==> src/rtl/player_bullet_ctrl_pkg.sv <==
// player_bullet_ctrl_pkg: shared game constants, coordinate type and bullet FSM encoding.
package player_bullet_ctrl_pkg;

    localparam int COORD_W      = 10;
    localparam int SCREEN_H     = 480;
    localparam int COOL_W       = 8;
    localparam int DEF_SPEED    = 8;
    localparam int DEF_X_OFFSET = 20;
    localparam int DEF_SPAWN_DY = 10;
    localparam int DEF_Y_MIN    = 0;
    localparam int DEF_COOLDOWN = 6;

    typedef logic [COORD_W-1:0] coord_t;

    typedef enum logic [1:0] {
        ST_IDLE = 2'd0,
        ST_FLY  = 2'd1,
        ST_COOL = 2'd2
    } bullet_state_e;

endpackage

==> src/rtl/player_bullet_ctrl_btn_sync_edge.sv <==
// btn_sync_edge: 2-flop synchronizer for an async button with a registered rising-edge pulse.
module btn_sync_edge (
    input  logic clk,
    input  logic rst,
    input  logic btn_i,
    output logic pulse_o
);
    logic s1_q, s2_q, prev_q, pulse_q;

    always_ff @(posedge clk or posedge rst) begin
        if (rst) begin
            s1_q    <= 1'b0;
            s2_q    <= 1'b0;
            prev_q  <= 1'b0;
            pulse_q <= 1'b0;
        end else begin
            s1_q    <= btn_i;
            s2_q    <= s1_q;
            prev_q  <= s2_q;
            pulse_q <= s2_q & ~prev_q;
        end
    end

    assign pulse_o = pulse_q;

endmodule

==> src/rtl/player_bullet_ctrl.sv <==
// player_bullet_ctrl: spawns, moves and retires the player's single bullet.
// Motion advances once per frame tick; a cooldown gates the next shot.
module player_bullet_ctrl
    import player_bullet_ctrl_pkg::*;
#(
    parameter int SPEED    = DEF_SPEED,
    parameter int X_OFFSET = DEF_X_OFFSET,
    parameter int SPAWN_DY = DEF_SPAWN_DY,
    parameter int Y_MIN    = DEF_Y_MIN,
    parameter int COOLDOWN = DEF_COOLDOWN
) (
    input  logic               clk,
    input  logic               rst,
    input  logic               frame_tick,
    input  logic               fire,
    input  logic [COORD_W-1:0] p_x,
    input  logic [COORD_W-1:0] p_y,
    input  logic               hit,
    output logic [COORD_W-1:0] b_x,
    output logic [COORD_W-1:0] b_y,
    output logic               mybullet_en,
    output logic [7:0]         shots
);
    localparam coord_t              SPD        = coord_t'(SPEED);
    localparam coord_t              XOFF       = coord_t'(X_OFFSET);
    localparam coord_t              SDY        = coord_t'(SPAWN_DY);
    localparam coord_t              Y_TOP      = coord_t'(Y_MIN);
    localparam coord_t              SPAWN_LIM  = coord_t'(Y_MIN + SPAWN_DY);
    localparam coord_t              RETIRE_LIM = coord_t'(Y_MIN + SPEED);
    localparam logic [COOL_W-1:0]   COOL_INIT  = COOL_W'(COOLDOWN);

    bullet_state_e       state_q;
    coord_t              b_x_q, b_y_q;
    logic                en_q;
    logic [7:0]          shots_q;
    logic [COOL_W-1:0]   cool_q;
    logic                fire_pulse;

    btn_sync_edge u_fire (
        .clk     (clk),
        .rst     (rst),
        .btn_i   (fire),
        .pulse_o (fire_pulse)
    );

    // Boundary checks compare before subtracting so y never wraps below Y_MIN.
    always_ff @(posedge clk or posedge rst) begin
        if (rst) begin
            state_q <= ST_IDLE;
            b_x_q   <= '0;
            b_y_q   <= '0;
            en_q    <= 1'b0;
            shots_q <= '0;
            cool_q  <= '0;
        end else begin
            case (state_q)
                ST_IDLE: if (fire_pulse) begin
                    state_q <= ST_FLY;
                    b_x_q   <= p_x + XOFF;
                    b_y_q   <= (p_y < SPAWN_LIM) ? Y_TOP : p_y - SDY;
                    en_q    <= 1'b1;
                    shots_q <= shots_q + 8'd1;
                end
                ST_FLY: if (hit || (frame_tick && b_y_q < RETIRE_LIM)) begin
                    state_q <= ST_COOL;
                    en_q    <= 1'b0;
                    cool_q  <= COOL_INIT;
                end else if (frame_tick) begin
                    b_y_q <= b_y_q - SPD;
                end
                ST_COOL: if (cool_q == '0) begin
                    state_q <= ST_IDLE;
                end else if (frame_tick) begin
                    cool_q <= cool_q - COOL_W'(1);
                end
                default: state_q <= ST_IDLE;
            endcase
        end
    end

    assign b_x         = b_x_q;
    assign b_y         = b_y_q;
    assign mybullet_en = en_q;
    assign shots       = shots_q;

endmodule

==> config.mk <==
export PLATFORM = sky130hd
export DESIGN_NAME = player_bullet_ctrl
export DESIGN_NICKNAME = d
export VERILOG_FILES = /design/src/rtl/player_bullet_ctrl_pkg.sv /design/src/rtl/player_bullet_ctrl_btn_sync_edge.sv /design/src/rtl/player_bullet_ctrl.sv
export SDC_FILE = /design/constraint.sdc
export NUM_CORES = 1
export LEC_CHECK = 0
export BUFFER_PORTS_ARGS = -buffer_cell sky130_fd_sc_hd__buf_4
export CAP_MARGIN = 20
export CELL_PAD_IN_SITES_DETAIL_PLACEMENT = 0
export CELL_PAD_IN_SITES_GLOBAL_PLACEMENT = 1
export CORE_MARGIN = 2
export CORE_UTILIZATION = 25
export DETAILED_ROUTE_END_ITERATION = 16
export GPL_TIMING_DRIVEN = 0
export MAX_ROUTING_LAYER = met4
export PLACE_DENSITY = 0.62
export SLEW_MARGIN = 25
export SYNTH_ARGS = -nofsm -noshare
export SYNTH_HDL_FRONTEND = slang
export SYNTH_SLANG_ARGS = --single-unit
==> constraint.sdc <==
create_clock -name clk -period 2.6 [get_ports clk]
set_clock_uncertainty 0.1 [all_clocks]
set_input_delay 0.13 -clock clk [delete_from_list [all_inputs] [get_ports clk]]
set_output_delay 0.13 -clock clk [all_outputs]
set_load 0.02 [all_outputs]
== Yosys cells after proc, flatten, opt, wreduce, memory -nomap -nowiden ==
Index checks and enable logic that the tools add are counted.

* Reductions and logical operators: 11
* Order comparisons: 2
* $add $sub $neg: 5
* Equal/unequal tests: 9
* Bitwise logic cells: 2
* Multiplexer cells: 16

{| class="wikitable"
|+ Operator list
! cell !! count
|-
| 2-to-1 mux 10 bit || 4
|-
| 2-to-1 mux 8 bit || 3
|-
| < comparator 10 x 4 -> 1 bit (second input constant) || 2
|-
| one-hot mux 10 bit (2 select lines) || 1
|-
| subtractor 10 x 4 -> 10 bit (second input constant) || 2
|-
| one-hot mux 8 bit (2 select lines) || 1
|-
| inequality test 2 bit (second input constant) || 6
|-
| adder 10 x 5 -> 10 bit (second input constant) || 1
|-
| adder 8 x 1 -> 8 bit (second input constant) || 1
|-
| logical NOT 8 bit || 1
|-
| AND reduction 4 bit || 2
|-
| subtractor 8 x 1 -> 8 bit (second input constant) || 1
|-
| 2-to-1 mux 2 bit || 3
|-
| one-hot mux 2 bit (3 select lines) || 1
|-
| AND reduction 3 bit || 2
|-
| nonzero test 2 bit || 2
|-
| equality test 2 x 1 -> 1 bit (second input constant) || 1
|-
| equality test 2 bit (second input constant) || 1
|-
| logical NOT 2 bit || 1
|-
| 2-to-1 mux 1 bit || 2
|-
| inequality test 2 x 1 -> 1 bit (second input constant) || 1
|-
| one-hot mux 1 bit (2 select lines) || 1
|-
| AND reduction 2 bit || 1
|-
| AND 1 bit || 1
|-
| 3 further kinds || 3
|}

* Bits in registers: 43
* Logic and storage cells: 55
* Input bits: 25

== Logic depth before layout (Yosys ltp) ==
Gate-level depths: netlist of run 1.

* Word-level depth: 5
* Mapped depth: 7
* Mapped depth without buffers: 7

== Modules after synthesis ==
A second synthesis of run 1 with hierarchy kept.

* Cell total of the unflattened synthesis: 235
* Area total of the unflattened synthesis: 2,258.4 µm²

{| class="wikitable"
|+ Modules (own cells, without submodules)
! module !! area each (µm²) !! times used !! seq. area each (µm²) !! cells an instance
|-
| player_bullet_ctrl || 2,140.8 || 1 || 975.9 || 229
|-
| btn_sync_edge || 117.6 || 1 || 100.1 || 6
|}

== Least setup slack after synthesis of run 1 ==
Ideal clock, no wire load.

* Kind: reg2reg
* Start: reg cool_q[0]
* End: reg cool_q[3]
* Data arrival time: 1.507 ns
* Stages on the path, launching flop included: 8
* Period minus slack after synthesis: 1.739 ns
* Setup slack: 0.861 ns
* Cell sequence: dfrtp_1 inv_1 ha_1 nor3b_1 a211o_1 nor4_1 xnor2_1 nor2_1

* Longest elaborated chain between the ends: 4
* Elaborated cells between the ends (all ways): 7
* Those cells by class: 1 x add/sub; 1 x eq/ne; 3 x mux; 2 x reduce/logical

{| class="wikitable"
|+ RTL lines
! element !! RTL line !! text
|-
| start, declared || player_bullet_ctrl.sv:36 || <nowiki>logic [COOL_W-1:0] cool_q;</nowiki>
|-
| start signal, assigned || player_bullet_ctrl.sv:74 || <nowiki>cool_q <= cool_q - COOL_W'(1);</nowiki>
|-
| subtractor 8 x 1 -> 8 bit || player_bullet_ctrl.sv:74 ||
|-
| 2-to-1 mux 8 bit || player_bullet_ctrl.sv:73 || <nowiki>end else if (frame_tick) begin</nowiki>
|-
| 2-to-1 mux 8 bit || player_bullet_ctrl.sv:71 || <nowiki>ST_COOL: if (cool_q == '0) begin</nowiki>
|-
| one-hot mux 8 bit (2 select lines) || player_bullet_ctrl.sv:56 || <nowiki>case (state_q)</nowiki>
|}

Parallel ways exist; a longest one is shown, timed or not. The select of a mux whose other input is x is not followed.
A chain may end at the register's enable or synchronous reset.

== Final worst setup path of run 1 ==
* Start: reg b_y_q[4] (netlist: b_y[4])
* End: reg state_q[1]

* Longest elaborated chain between the ends: 5

{| class="wikitable"
|+ RTL lines
! element !! RTL line !! text
|-
| start, declared || player_bullet_ctrl.sv:33 || <nowiki>coord_t b_x_q, b_y_q;</nowiki>
|-
| start signal, assigned || player_bullet_ctrl.sv:60 || <nowiki>b_y_q <= (p_y < SPAWN_LIM) ? Y_TOP : p_y - SDY;</nowiki>
|-
| start signal, assigned || player_bullet_ctrl.sv:69 || <nowiki>b_y_q <= b_y_q - SPD;</nowiki>
|-
| < comparator 10 x 4 -> 1 bit || player_bullet_ctrl.sv:64 || <nowiki>ST_FLY: if (hit || (frame_tick && b_y_q < RETIRE_LIM)) begin</nowiki>
|-
| logical AND 1 bit || player_bullet_ctrl.sv:64 ||
|-
| logical OR 1 bit || player_bullet_ctrl.sv:64 ||
|-
| inequality test 2 bit (no line) || - ||
|-
| AND reduction 3 bit (no line) || - ||
|-
| end signal, assigned || player_bullet_ctrl.sv:65 || <nowiki>state_q <= ST_COOL;</nowiki>
|-
| end signal, assigned || player_bullet_ctrl.sv:72 || <nowiki>state_q <= ST_IDLE;</nowiki>
|-
| end signal, assigned || player_bullet_ctrl.sv:76 || <nowiki>default: state_q <= ST_IDLE;</nowiki>
|-
| end, declared || player_bullet_ctrl.sv:32 || <nowiki>bullet_state_e state_q;</nowiki>
|}

No other way between the ends.

==> results of run 1 <==
-- metrics by stage --
step | cells | total power, mW | cell area [µm²]
floorplan | 231 | 1.85 | 2210
global route | 408 | 3.21 | 2970
detailed placement | 393 | 2.38 | 2770
CTS | 408 | 3.02 | 2970
finish | 408 | 2.98 | 2970
global placement | 392 | 2.37 | 2750
-- power breakdown --
group | leakage [nW] | switching (mW) | internal [mW]
logic | 0.769 | 0.689 | 0.535
clock network | 0.0654 | 0.237 | 0.384
registers | 0.537 | 0.230 | 0.906
total | 1.37 | 1.16 | 1.82
-- logic make-up (layout without fill, tap and decap cells) --
kind of cell | after synthesis | after routing | synth area share
simple gates | 96 | 96 | 0.223
compound gates | 48 | 48 | 0.135
flops | 43 | 43 | 0.486
xor+xnor | 22 | 22 | 0.0871
buf+inv | 15 | 84 | 0.0300
fa+ha+maj | 6 | 6 | 0.0339
mux | 1 | 1 | 0.00452
-- layout by cell type, fill, tap and decap left out, types with 2 or more instances in the layout --
cell and n:
nand3_1 4, o22a_1 2, o31ai_1 3, ha_1 6
xor2_1 12, o21ai_0 15, a21oi_1 8, nor2_1 20
a31oi_1 3, or2_2 2, clkbuf_8 5, buf_4 53
nor3_1 4, nor4_1 6, nand2_1 33, nor2b_1 5
a211o_1 2, clkbuf_1 4, nand4_1 5, dfrtp_1 43
inv_1 8, o21ai_1 6, buf_2 2, bufinv_16 2
nand2b_1 5, dlygate4sd3_1 7, xnor2_1 10
-- worst reg2reg max path, cell delays in order (launching register included) --
cell     delay, ns
dfrtp_1       0.44
nor3_1        0.56
a31oi_1       0.27
nor2_1        0.48
or2_2         0.21
-- state kept, by name, summed over array words and instances (netlist names) --
signal          count
u_fire.prev_q       1
b_y                10
u_fire.pulse_o      1
mybullet_en         1
u_fire.s1_q         1
shots               8
cool_q              8
b_x                10
state_q             2
u_fire.s2_q         1
-- what timing repair did --
action,in CTS,in global routing
endpoints found under the setup margin,0,0
endpoints found under the hold margin,23,0
hold buffers,7,0
buffers inserted,0,0
-- cell type report --
| class | count | area, µm² |
|---|---|---|
| Inverter | 9 | 33.8 |
| Timing Repair Buffer | 61 | 488 |
| Sequential cell | 43 | 1080 |
| Fill cell | 897 | 5670 |
| Tap cell | 108 | 135 |
| Buffer | 6 | 32.5 |
| Clock inverter | 2 | 60.1 |
| Clock buffer | 6 | 72.6 |
| Multi-Input combinational cell | 173 | 1070 |
-- worst max-delay path by stage --
stage / startpoint / end / slack (ns) / cells past startpoint
after global placement: b_y[6] / state_q[1] / 0.45 / 4
final: b_y[4] / state_q[1] / 0.49 / 4
after floorplan: cool_q[0] / cool_q[3] / 0.86 / 7
after CTS: b_y[6] / state_q[1] / 0.44 / 4
after detailed placement: b_y[6] / state_q[1] / 0.48 / 4
after global routing: b_y[5] / state_q[1] / 0.26 / 4
-- layer usage --
| metal | up-vias | GRT usage |
|---|---|---|
| li1 | 943 | - |
| met3 | 6 | 0.0229 |
| met5 | - | - |
| met1 | 847 | 0.162 |
| met4 | 0 | 0.0353 |
| met2 | 34 | 0.171 |
==> flow_summary.ini, run 1 <==
[worst_setup_path]
critPathArrivalTime_ns = 2.25
path_cells = nor3_1 > a31oi_1 > nor2_1 > or2_2
path_delay_family = simple AND/OR/NAND/NOR gates
critical-path-slowest-cell = nor3_1
cp_max_fo = 7
cp_num_buf_inv = 0
worstPathRequired_ns = 2.74
ff2ff_setup_slack_ns = 0.49
critPathKind = reg -> reg
end_kind = flop
rr_endpoint = state_q[1]
cp-start-kind = flop
r2r_start = b_y[4]
r2r_cells = 4
cpPeakStageDelay_ns = 0.56

[synthesis]
syn_avg_cell_area_um2 = 9.58
synth_edf_count = 0
ys_seq_area_frac = 0.486
ys_top_cells_by_area = dfrtp_1 (49%), nand2_1 (5.6%), xor2_1 (4.7%)
synth_cell_types = 46
ys_ff_latch = 43
synth.most_common_cell = dfrtp_1
synthArstFlopShare = 1.00
yosysTopAreaCellShare = 0.486
netlist_instances = 231
synth_area_leader_cell = dfrtp_1
ys.flop_type = dfrtp_1
yosys-top-cells-count = dfrtp_1 (43), nand2_1 (33), nor2_1 (20)
yosysWarnings = 0
syn-cell-area_um2 = 2210
syn-num-nets = 262

[detailed_routing]
drtIter0Drc = 77
drcViolationCount = 0
antenna_left = 0
dr.pass1.iters = 4
wl_per_cell_um = 12.9
wl_met3_um = 177
vias = 1830
highest_layer = met4
wl_um = 5240
route.met2.wl_um = 2400
drt-met1-wl_um = 2600
avgViaCountPerCell = 4.49

[clock_tree]
clk-insertion-delay-late_ns = 0.30
cts_buffers = 5
cts_root_buf = clkbuf_8
htree_levels = 2
cts-resized-gates = 0
cts_tree = done
cts_max_path_buffers = 2
path_clk_slew_ns = 0.08
clock_sinks = 43

[die]
start_util = 0.256
coreArea_um2 = 8640
ioPinCount = 54
die_w_um = 98.1
dieArea_um2 = 9620
rows = 34
die_h_um = 98.1

[power_and_ir_drop]
powerDensity_nw_per_um2 = 1000
vdd_drop_max_uv = 292
p_leak_nw = 1.37

[sta]
setup_viol = 0
fin_crit_sh = 0.813
setup_tns_ns = 0
hold_viol_final = 0
period_needed_ns = 2.11
clock.fmax_mhz = 473
fin_hold_ws_ns = 0.0327
worst_slack_ns = 0.486
rsz0062_at_grt = false
relSlewSlack = 0.537
tightestPinTransition_ns = 0.692
report.final.slew_viol_count = 0

[grt]
grt_pass1_wl_um = 8840
antenna_found_initial = 0
grt_usage = 0.116
grt.overflow.total = 0
grt_pass1_vias = 1787
grt_max_degree = 27

[final_layout]
antenna_cells = 0
drive_above_1_share = 0.240
fin_util = 0.344
syn2layout_area_growth_pct = 34.1
layout.nets = 330

[run]
drv_cap = 0

[min_path]
holdCritStartpoint = p_x[8]
hold_end = b_x[8]
hp-class = in -> reg
whs_path_depth = 3

[place]
dpl_worst_slack_ns = 0.478
port_buffers = 53
dp_hpwl_um = 3910
gp_congestion = 0.772

[outcome]
status = finished, final reports clean
No activity file was read; power rests on OpenSTA's default activity.
==> inputs of run 2 (changes only) <==
Settings changed: ABC_AREA from default to 1, PLACE_DENSITY 0.62 to 0.65.
Clock period 2.6 ns to 1.8 ns, I/O delays scaled along.
==> run 2 against run 1 <==
Utilization down 0.41 points. Via count is 17% higher. Highest routed layer unchanged. Largest power group unchanged. Largest cell class is now multi-input gates. Combinational power increased by 93%. Critical path type is now in -> reg. Clock power rose by 3.9%.
==> flow_summary.ini, run 2 <==
[sta]
relSlewSlack = 0.715
setup_tns_ns = 0
tightestPinTransition_ns = 0.423
report.final.slew_viol_count = 0
worst_slack_ns = 0.250
period_needed_ns = 1.55
setup_viol = 0
hold_viol_final = 0
rsz0062_at_grt = false
clock.fmax_mhz = 645
fin_crit_sh = 0.861
fin_hold_ws_ns = 0.0463

[place]
dp_hpwl_um = 4320
gp_congestion = 0.775
dpl_worst_slack_ns = 0.249
port_buffers = 53

[clock_tree]
path_clk_slew_ns = 0.09
htree_levels = 2
cts_setup_buffers = 0
cts_buffers = 5
clock_sinks = 43
cts_root_buf = clkbuf_8
cts_max_path_buffers = 2
cts_tree = done
clk-insertion-delay-late_ns = 0.30

[worst_setup_path]
end_kind = flop
cp-start-kind = input port
critPathArrivalTime_ns = 1.65
critPathKind = in -> reg
cp_max_fo = 4
worstPathRequired_ns = 1.90

[synthesis]
syn-cell-area_um2 = 2460
yosysTopAreaCellShare = 0.437
syn_avg_cell_area_um2 = 7.79
ys_top_cells_by_area = dfrtp_1 (44%), nand2_1 (16%), inv_1 (5.3%)
synth_cell_types = 31
synthArstFlopShare = 1.00
ys_seq_area_frac = 0.437
netlist_instances = 316
synth_area_leader_cell = dfrtp_1
yosysWarnings = 0
synth.most_common_cell = nand2_1
synth_edf_count = 0
syn-num-nets = 347
ys.flop_type = dfrtp_1
ys_ff_latch = 43
yosys-top-cells-count = nand2_1 (103), dfrtp_1 (43), inv_1 (35)

[detailed_routing]
drcViolationCount = 0
avgViaCountPerCell = 4.06
vias = 2134
dr.pass1.iters = 4
antenna_left = 0
drtIter0Drc = 62
wl_per_cell_um = 10.8
wl_um = 5650

[die]
start_util = 0.254
die_w_um = 103
die_h_um = 103
rows = 36
ioPinCount = 54
dieArea_um2 = 10700
coreArea_um2 = 9680

[power_and_ir_drop]
vdd_drop_max_uv = 600
powerDensity_nw_per_um2 = 1420
p_leak_nw = 1.69

[grt]
antenna_found_initial = 0
grt.overflow.total = 0
grt_pass1_wl_um = 9600
grt_usage = 0.119
grt_max_degree = 27
grt_pass1_vias = 2093

[final_layout]
layout.nets = 422
syn2layout_area_growth_pct = 33.7
filler_cell_count = 1053
fin_util = 0.340
drive_above_1_share = 0.258
final_common_cell = nand2_1
antenna_cells = 0
final_cell_mix = nand2_1 (103), buf_4 (53), dfrtp_1 (43)

[run]
drv_cap = 0

[outcome]
status = finished, final reports clean

[min_path]
hp-class = in -> reg
==> run 2: cell count changes after synthesis, sizes merged, moves of 6 or more <==
cell,previous run,this run
nor4,7,0
nand2b,6,0
nand3,4,25
inv,9,45
xnor2,10,1
nand2,33,109
==> run 2: stage by stage <==
stage / std cells / cell area (µm²) / total power [mW]
floorplan: 316 / 2460 / 3.22
global placement: 502 / 3030 / 4.03
detailed placement: 503 / 3050 / 4.06
CTS: 525 / 3280 / 4.76
global route: 525 / 3290 / 5.11
finish: 525 / 3290 / 4.67
==> run 2: layout make-up <==
class	instances	area (µm²)	area share
clock inverters	3	23.8	0.00723
plain buffers	3	25.0	0.00761
inverters	46	173	0.0525
flip-flops and latches	43	1080	0.327
well taps	133	166	0.0506
repair buffers	68	558	0.170
multi-input cells	224	1200	0.364
clock buffers	5	68.8	0.0209
==> run 2: kinds of logic (layout without fill, tap and decap cells) <==
| kind of cell | Yosys count | after routing | synth area share |
|---|---|---|---|
| simple gates | 169 | 169 | 0.314 |
| buf+inv | 49 | 125 | 0.0803 |
| flops | 43 | 43 | 0.437 |
| compound gates | 33 | 33 | 0.0808 |
| xor+xnor | 16 | 16 | 0.0569 |
| fa+ha+maj | 6 | 6 | 0.0305 |
==> run 2: what timing repair did <==
item,CTS,global route
resized for setup,0,2
endpoints found under the hold margin,30,0
setup endpoints to repair,0,3
hold buffers,14,0
==> run 2: final timing paths <==
kind / start / to / slack [ns] / cells past startpoint
worst max-delay path: p_y[1] / b_y[9] / 0.25 / 13
worst min-delay path: frame_tick / cool_q[0] / 0.05 / 3
worst max register to register: cool_q[2] / cool_q[1] / 0.26 / 9
worst min register to register: u_fire.s1_q / u_fire.s2_q / 0.25 / 0
max in group asynchronous: rst / b_y[5] / 0.89 / 4
min in group asynchronous: rst / u_fire.s1_q / 0.23 / 3
==> run 2: worst max-delay path, stage by stage <==
cell and delay (ns):
dlygate4sd3_1 0.54, buf_4 0.14, inv_1 0.07, ha_1 0.16, inv_1 0.07, a21oi_4 0.17, nand3_1 0.09, nand2_1 0.06
nand2_1 0.04, nand2_1 0.07, nand2_1 0.05, nand2_1 0.05, nand2_1 0.04
==> run 2: power by group <==
group,switching [mW],total [mW],internal [mW]
logic,1.41,2.35,0.944
registers,0.322,1.67,1.35
clock network,0.367,0.645,0.278
total,2.10,4.67,2.57
==> run 2: layer usage <==
metal | GRT usage | vias to the layer above | wire length, µm
li1 | - | 1133 | -
met1 | 0.144 | 955 | 2670
met2 | 0.195 | 40 | 2620
met3 | 0.0329 | 6 | 300
met4 | 0.0334 | 0 | 65
met5 | - | - | 0
